--- src/rtl/dict_fifo_multi.sv ---
// dict_fifo_multi: multi-lane circular dictionary with occupancy, flush and registered associative search
module dict_fifo_multi #(
  parameter int DATA_WIDTH = 32,
  parameter int LANES = 2,
  parameter int DEPTH = 8,
  localparam int N = LANES * DEPTH,
  localparam int CW = $clog2(DEPTH + 1),
  localparam int PW = $clog2(DEPTH),
  localparam int IW = $clog2(N)
) (
  input  logic                             i_clk,
  input  logic                             i_reset,
  input  logic                             i_flush,
  input  logic [LANES-1:0]                 i_wr_en,
  input  logic [LANES*DATA_WIDTH-1:0]      i_wr_data,
  input  logic                             i_search_valid,
  input  logic [DATA_WIDTH-1:0]            i_search_data,
  output logic [N*DATA_WIDTH-1:0]          o_data,
  output logic [N-1:0]                     o_valid,
  output logic [LANES*CW-1:0]              o_count,
  output logic [LANES-1:0]                 o_full,
  output logic                             o_match_valid,
  output logic                             o_match_hit,
  output logic [N-1:0]                     o_match_vec,
  output logic [IW-1:0]                    o_match_idx
);
  logic [N-1:0][DATA_WIDTH-1:0] data_q, data_d;
  logic [N-1:0]                 valid_q, valid_d;
  logic [LANES-1:0][PW-1:0]     wp_q, wp_d;
  logic [LANES-1:0][CW-1:0]     cnt_q, cnt_d;
  logic [IW-1:0]                widx;
  logic [N-1:0]                 cmp;
  logic [IW-1:0]                cidx;
  logic                         srch;
  logic                         mvalid_q, mvalid_d, mhit_q, mhit_d;
  logic [N-1:0]                 mvec_q, mvec_d;
  logic [IW-1:0]                midx_q, midx_d;
  // per-lane write: load entry at the lane pointer, advance pointer with wrap, saturate count
  always_comb begin
    data_d = data_q;
    valid_d = valid_q;
    wp_d = wp_q;
    cnt_d = cnt_q;
    widx = '0;
    if (i_flush) begin
      data_d = '0;
      valid_d = '0;
      wp_d = '0;
      cnt_d = '0;
    end else begin
      for (int l = 0; l < LANES; l++) begin
        if (i_wr_en[l]) begin
          widx = IW'(int'(wp_q[l]) * LANES + l);
          data_d[widx] = i_wr_data[l*DATA_WIDTH +: DATA_WIDTH];
          valid_d[widx] = 1'b1;
          wp_d[l] = (wp_q[l] == PW'(DEPTH - 1)) ? '0 : wp_q[l] + 1'b1;
          cnt_d[l] = (cnt_q[l] == CW'(DEPTH)) ? cnt_q[l] : cnt_q[l] + 1'b1;
        end
      end
    end
  end
  // associative compare against pre-write contents; lowest flat index wins
  always_comb begin
    cmp = '0;
    cidx = '0;
    for (int f = 0; f < N; f++) cmp[f] = valid_q[f] && (data_q[f] == i_search_data);
    for (int f = N - 1; f >= 0; f--) if (cmp[f]) cidx = IW'(f);
    srch = i_search_valid && !i_flush;
    mvalid_d = srch;
    mhit_d = srch && |cmp;
    mvec_d = srch ? cmp : '0;
    midx_d = srch ? cidx : '0;
  end
  // state registers; reset clears everything including the match result
  always_ff @(posedge i_clk) begin
    if (i_reset) begin
      data_q <= '0;
      valid_q <= '0;
      wp_q <= '0;
      cnt_q <= '0;
      mvalid_q <= 1'b0;
      mhit_q <= 1'b0;
      mvec_q <= '0;
      midx_q <= '0;
    end else begin
      data_q <= data_d;
      valid_q <= valid_d;
      wp_q <= wp_d;
      cnt_q <= cnt_d;
      mvalid_q <= mvalid_d;
      mhit_q <= mhit_d;
      mvec_q <= mvec_d;
      midx_q <= midx_d;
    end
  end
  // lane is full once it holds DEPTH valid entries
  always_comb begin
    o_full = '0;
    for (int l = 0; l < LANES; l++) o_full[l] = (cnt_q[l] == CW'(DEPTH));
  end
  assign o_data = data_q;
  assign o_valid = valid_q;
  assign o_count = cnt_q;
  assign o_match_valid = mvalid_q;
  assign o_match_hit = mhit_q;
  assign o_match_vec = mvec_q;
  assign o_match_idx = midx_q;
endmodule
--- config.mk ---
export PLATFORM = sky130hd
export DESIGN_NAME = dict_fifo_multi
export DESIGN_NICKNAME = d
export VERILOG_FILES = /design/src/rtl/dict_fifo_multi.sv
export SDC_FILE = /design/constraint.sdc
export NUM_CORES = 1
export LEC_CHECK = 0
export CORE_MARGIN = 1
export CORE_UTILIZATION = 30
export CTS_CLUSTER_SIZE = 20
export DETAILED_ROUTE_END_ITERATION = 10
export GPL_ROUTABILITY_DRIVEN = 0
export PLACE_DENSITY_LB_ADDON = 0.08
export SETUP_SLACK_MARGIN = 0.1
export SYNTH_ARGS = -nofsm -noshare
export SYNTH_HDL_FRONTEND = slang
export SYNTH_SLANG_ARGS = --single-unit
--- constraint.sdc ---
create_clock -name i_clk -period 2.2 [get_ports i_clk]
set_clock_uncertainty 0.1 [all_clocks]
set_input_delay 0.22 -clock i_clk [delete_from_list [all_inputs] [get_ports i_clk]]
set_output_delay 0.22 -clock i_clk [all_outputs]
set_load 0.02 [all_outputs]
==> impl_metrics.json <==
{
  "status": "finished, violations left",
  "violations": "negative setup slack",
  "ff2ff_setup_slack_ps": -270,
  "htreeDepth": 3,
  "worst_setup_path_end_kind": "register",
  "dpl.hpwl_mm": 113,
  "ant_nets": 0,
  "tightest_slew_ps": 683,
  "cts_tree": "built",
  "r2r_cells": 10,
  "fill_cells": 8385,
  "vias": 27300,
  "p_leak_nw": 14.9,
  "preCtsSetupSlack_ps": -554,
  "grt_pass1_vias": 25500,
  "diodes": 0,
  "coreArea_um2": 85100,
  "grt_pass1_wl_mm": 201,
  "ys_ff_latch": 564,
  "yosys-top-cells-area": "dfxtp_1, nand2_1, xnor2_1",
  "min_from": "i_wr_data[34]",
  "ios": 662,
  "synth_common_cells": "nand2_1, dfxtp_1, a21oi_1",
  "cts_sinks": 564,
  "syn-num-nets": 3385,
  "grt_setup_unrepaired": "yes",
  "min_path_type": "primary input to register",
  "hold_viol_final": 0,
  "setup_ws_ps": -266,
  "cp-start-kind": "register",
  "timing.rr.end": "o_match_idx[0]$_SDFF_PP0_",
  "wl_per_cell_um": 27.5,
  "vias_per_cell": 5.04,
  "crit_type": "register to register",
  "p_sw_w": 0.00658,
  "first_iter_violations": 2841,
  "wl_mm": 149,
  "seq_area_frac_synth_pct": 43.8,
  "synth-edff-count": 0,
  "synth_warnings": 0,
  "antenna_found_initial": 5,
  "clk_pin_slew_ps": 60,
  "start_util_pct": 30.3,
  "required_ps": 2600,
  "holdPathStages": 4,
  "maxCapViolations": 0,
  "p_sw_share_pct": 26.6,
  "final_max_slew_viol_count": 0,
  "postSynth.asyncResetShare_pct": 0,
  "seq_power_share_pct": 41.7,
  "p_per_area_nw_per_um2": 616,
  "netlist_instances": 3275,
  "portBuffers": 661,
  "areaGrowthSynthToFinish_pct": 55.7,
  "pwr-share-clk_pct": 47.2,
  "post-route-period-util_pct": 112,
  "yosysTopAreaCellShare_pct": 43.8,
  "intPower_w": 0.0182,
  "whs_ps": 250,
  "synth_ff_type": "dfxtp_1",
  "finalCriticalPeriod_ps": 2470,
  "fp.dieArea_um2": 87100,
  "firstDrtPassIters": 7,
  "ir_drop_uv": 585,
  "grt_max_degree": 52,
  "min_to": "o_data[98]$_SDFFE_PP0P_",
  "yosys.cell_types.count": 45,
  "grt_overflow": 0,
  "finalNonFillerCells": 5428,
  "finalSetupViolations": 5,
  "critical_path_arrival_ps": 2860,
  "path_max_fanout": 2,
  "numCtsBuffers": 68,
  "relSlewSlack_pct": 54.3,
  "syn_area_um2": 25800,
  "nets": 4342,
  "die_height_um": 295,
  "synth.largest_area_cell": "dfxtp_1",
  "grt_util_all_layers_pct": 33.1,
  "avgSynthCellArea_um2": 7.87,
  "cts_root_buf": "clkbuf_16",
  "rows": 107,
  "r2r_start": "o_data[465]$_SDFFE_PP0P_",
  "drive_gt1_share_pct": 20.1,
  "power_frac_comb_pct": 11.0,
  "timing.setup.tns_ps": -842,
  "clockBufferDepth": 3,
  "clock_latency_ps": 630,
  "yosysMostFrequentCell": "nand2_1",
  "drc": 0,
  "die_x_um": 295,
  "max_freq_mhz": 405,
  "place_inst": 5298
}
## worst max path at each step
stage | from | endpoint | slack (ps) | depth (start not counted)
after global placement | i_search_data[11] | o_match_idx[0]$_SDFF_PP0_ | -490 | 12
after detailed placement | i_search_data[11] | o_match_idx[0]$_SDFF_PP0_ | -550 | 12
after global routing | o_data[462]$_SDFFE_PP0P_ | o_match_idx[0]$_SDFF_PP0_ | -390 | 10
after CTS | o_data[470]$_SDFFE_PP0P_ | o_match_idx[0]$_SDFF_PP0_ | -280 | 10
after floorplan | o_data[54]$_SDFFE_PP0P_ | o_match_idx[3]$_SDFF_PP0_ | 100 | 8
final | o_data[465]$_SDFFE_PP0P_ | o_match_idx[0]$_SDFF_PP0_ | -270 | 10
## registers in the layout (all words and copies together) (netlist names)
register       flops
o_match_valid      1
o_count            8
o_data           512
o_valid           16
o_match_hit        1
o_match_vec       16
wp_q               6
o_match_idx        4
## metrics by stage
step / utilization, % / power [W] / cell area (µm²)
2_1_floorplan: - / 0.0117 / 26000
4_1_cts: 46.8 / 0.0248 / 39800
6_report: 47.2 / 0.0247 / 40200
3_5_place_dp: 43.9 / 0.0132 / 37400
3_3_place_gp: 43.9 / 0.0132 / 37400
5_1_grt: 47.2 / 0.0253 / 40200
## worst max-delay path: stages (launching register included)
cell      delay, ps
dfxtp_2         350
xor2_1          170
nor4_2          290
nand4_1         250
nor4_2          390
buf_4           170
o21ai_0          70
a21oi_1         180
o21ai_2          90
a211oi_2        220
nor4_2           70
## power by group through the flow
| stage | combinational [W] | clock, W | sequential [W] |
|---|---|---|---|
| finish | 0.00273 | 0.0117 | 0.0103 |
| global route | 0.00280 | 0.0122 | 0.0103 |
| CTS | 0.00267 | 0.0118 | 0.0103 |
| detailed placement | 0.00265 | 0 | 0.0106 |
| global placement | 0.00266 | 0 | 0.0106 |
| floorplan | 0.00115 | 0 | 0.0106 |
## cell families (layout without fill, tap and decap cells)
| group | Yosys count | after routing | synth area share, % |
|---|---|---|---|
| AND/OR/NAND/NOR | 1354 | 1354 | 22.0 |
| flip-flops | 564 | 564 | 43.8 |
| AO/OA/AOI/OAI | 526 | 526 | 10.3 |
| XOR/XNOR | 518 | 518 | 17.7 |
| buffers and inverters | 300 | 1309 | 5.63 |
| adder cells (fa/ha/maj) | 8 | 8 | 0.388 |
| multiplexers | 5 | 5 | 0.194 |
## routing by layer
layer / GRT usage, % / up-vias / part of all wire, %
li1: - / 12500 / -
met1: 41.5 / 13100 / 39
met2: 56.8 / 1392 / 49
met3: 4.55 / 295 / 7.3
met4: 13.4 / 2 / 4.3
met5: 0 / - / 0.0087
## placed cells by master, fill, tap and decap left out, types with 6 or more instances in the layout
master and n:
buf_2 32, clkbuf_1 16, ha_1 8, nand2_1 1045, nor4_2 18, clkinv_2 8
nor4_1 38, nor2_2 13, nand3_1 33, clkbuf_8 19, dfxtp_4 24, nor2_1 59
nor3_1 9, clkdlybuf4s50_1 559, a21oi_1 517, nand2b_1 7, nand4_1 91, inv_1 9
buf_4 426, dlygate4sd2_1 46, nor2b_1 6, xor2_1 171, or4_4 9, dfxtp_1 442
dfxtp_2 98, buf_12 89, xnor2_1 319, clkbuf_16 70, xnor2_2 25, dlymetal6s2s_1 22
## timing repair
item / CTS / global route
setup endpoints to repair: 62 / 37
hold buffers: 0 / 0
resized for setup: 87 / 71
buffers inserted: 7 / 2
pin swaps: 17 / 27
## final cells by class
type | count | area (µm²) | area share [%]
clock buffers | 105 | 2070 | 5.16
clock inverters | 17 | 191 | 0.477
inverters | 9 | 33.8 | 0.0841
multi-input cells | 2411 | 13500 | 33.5
flip-flops and latches | 564 | 11500 | 28.6
well taps | 1144 | 1430 | 3.56
repair buffers | 1178 | 11500 | 28.5
No activity file was read; power rests on OpenSTA's default activity.
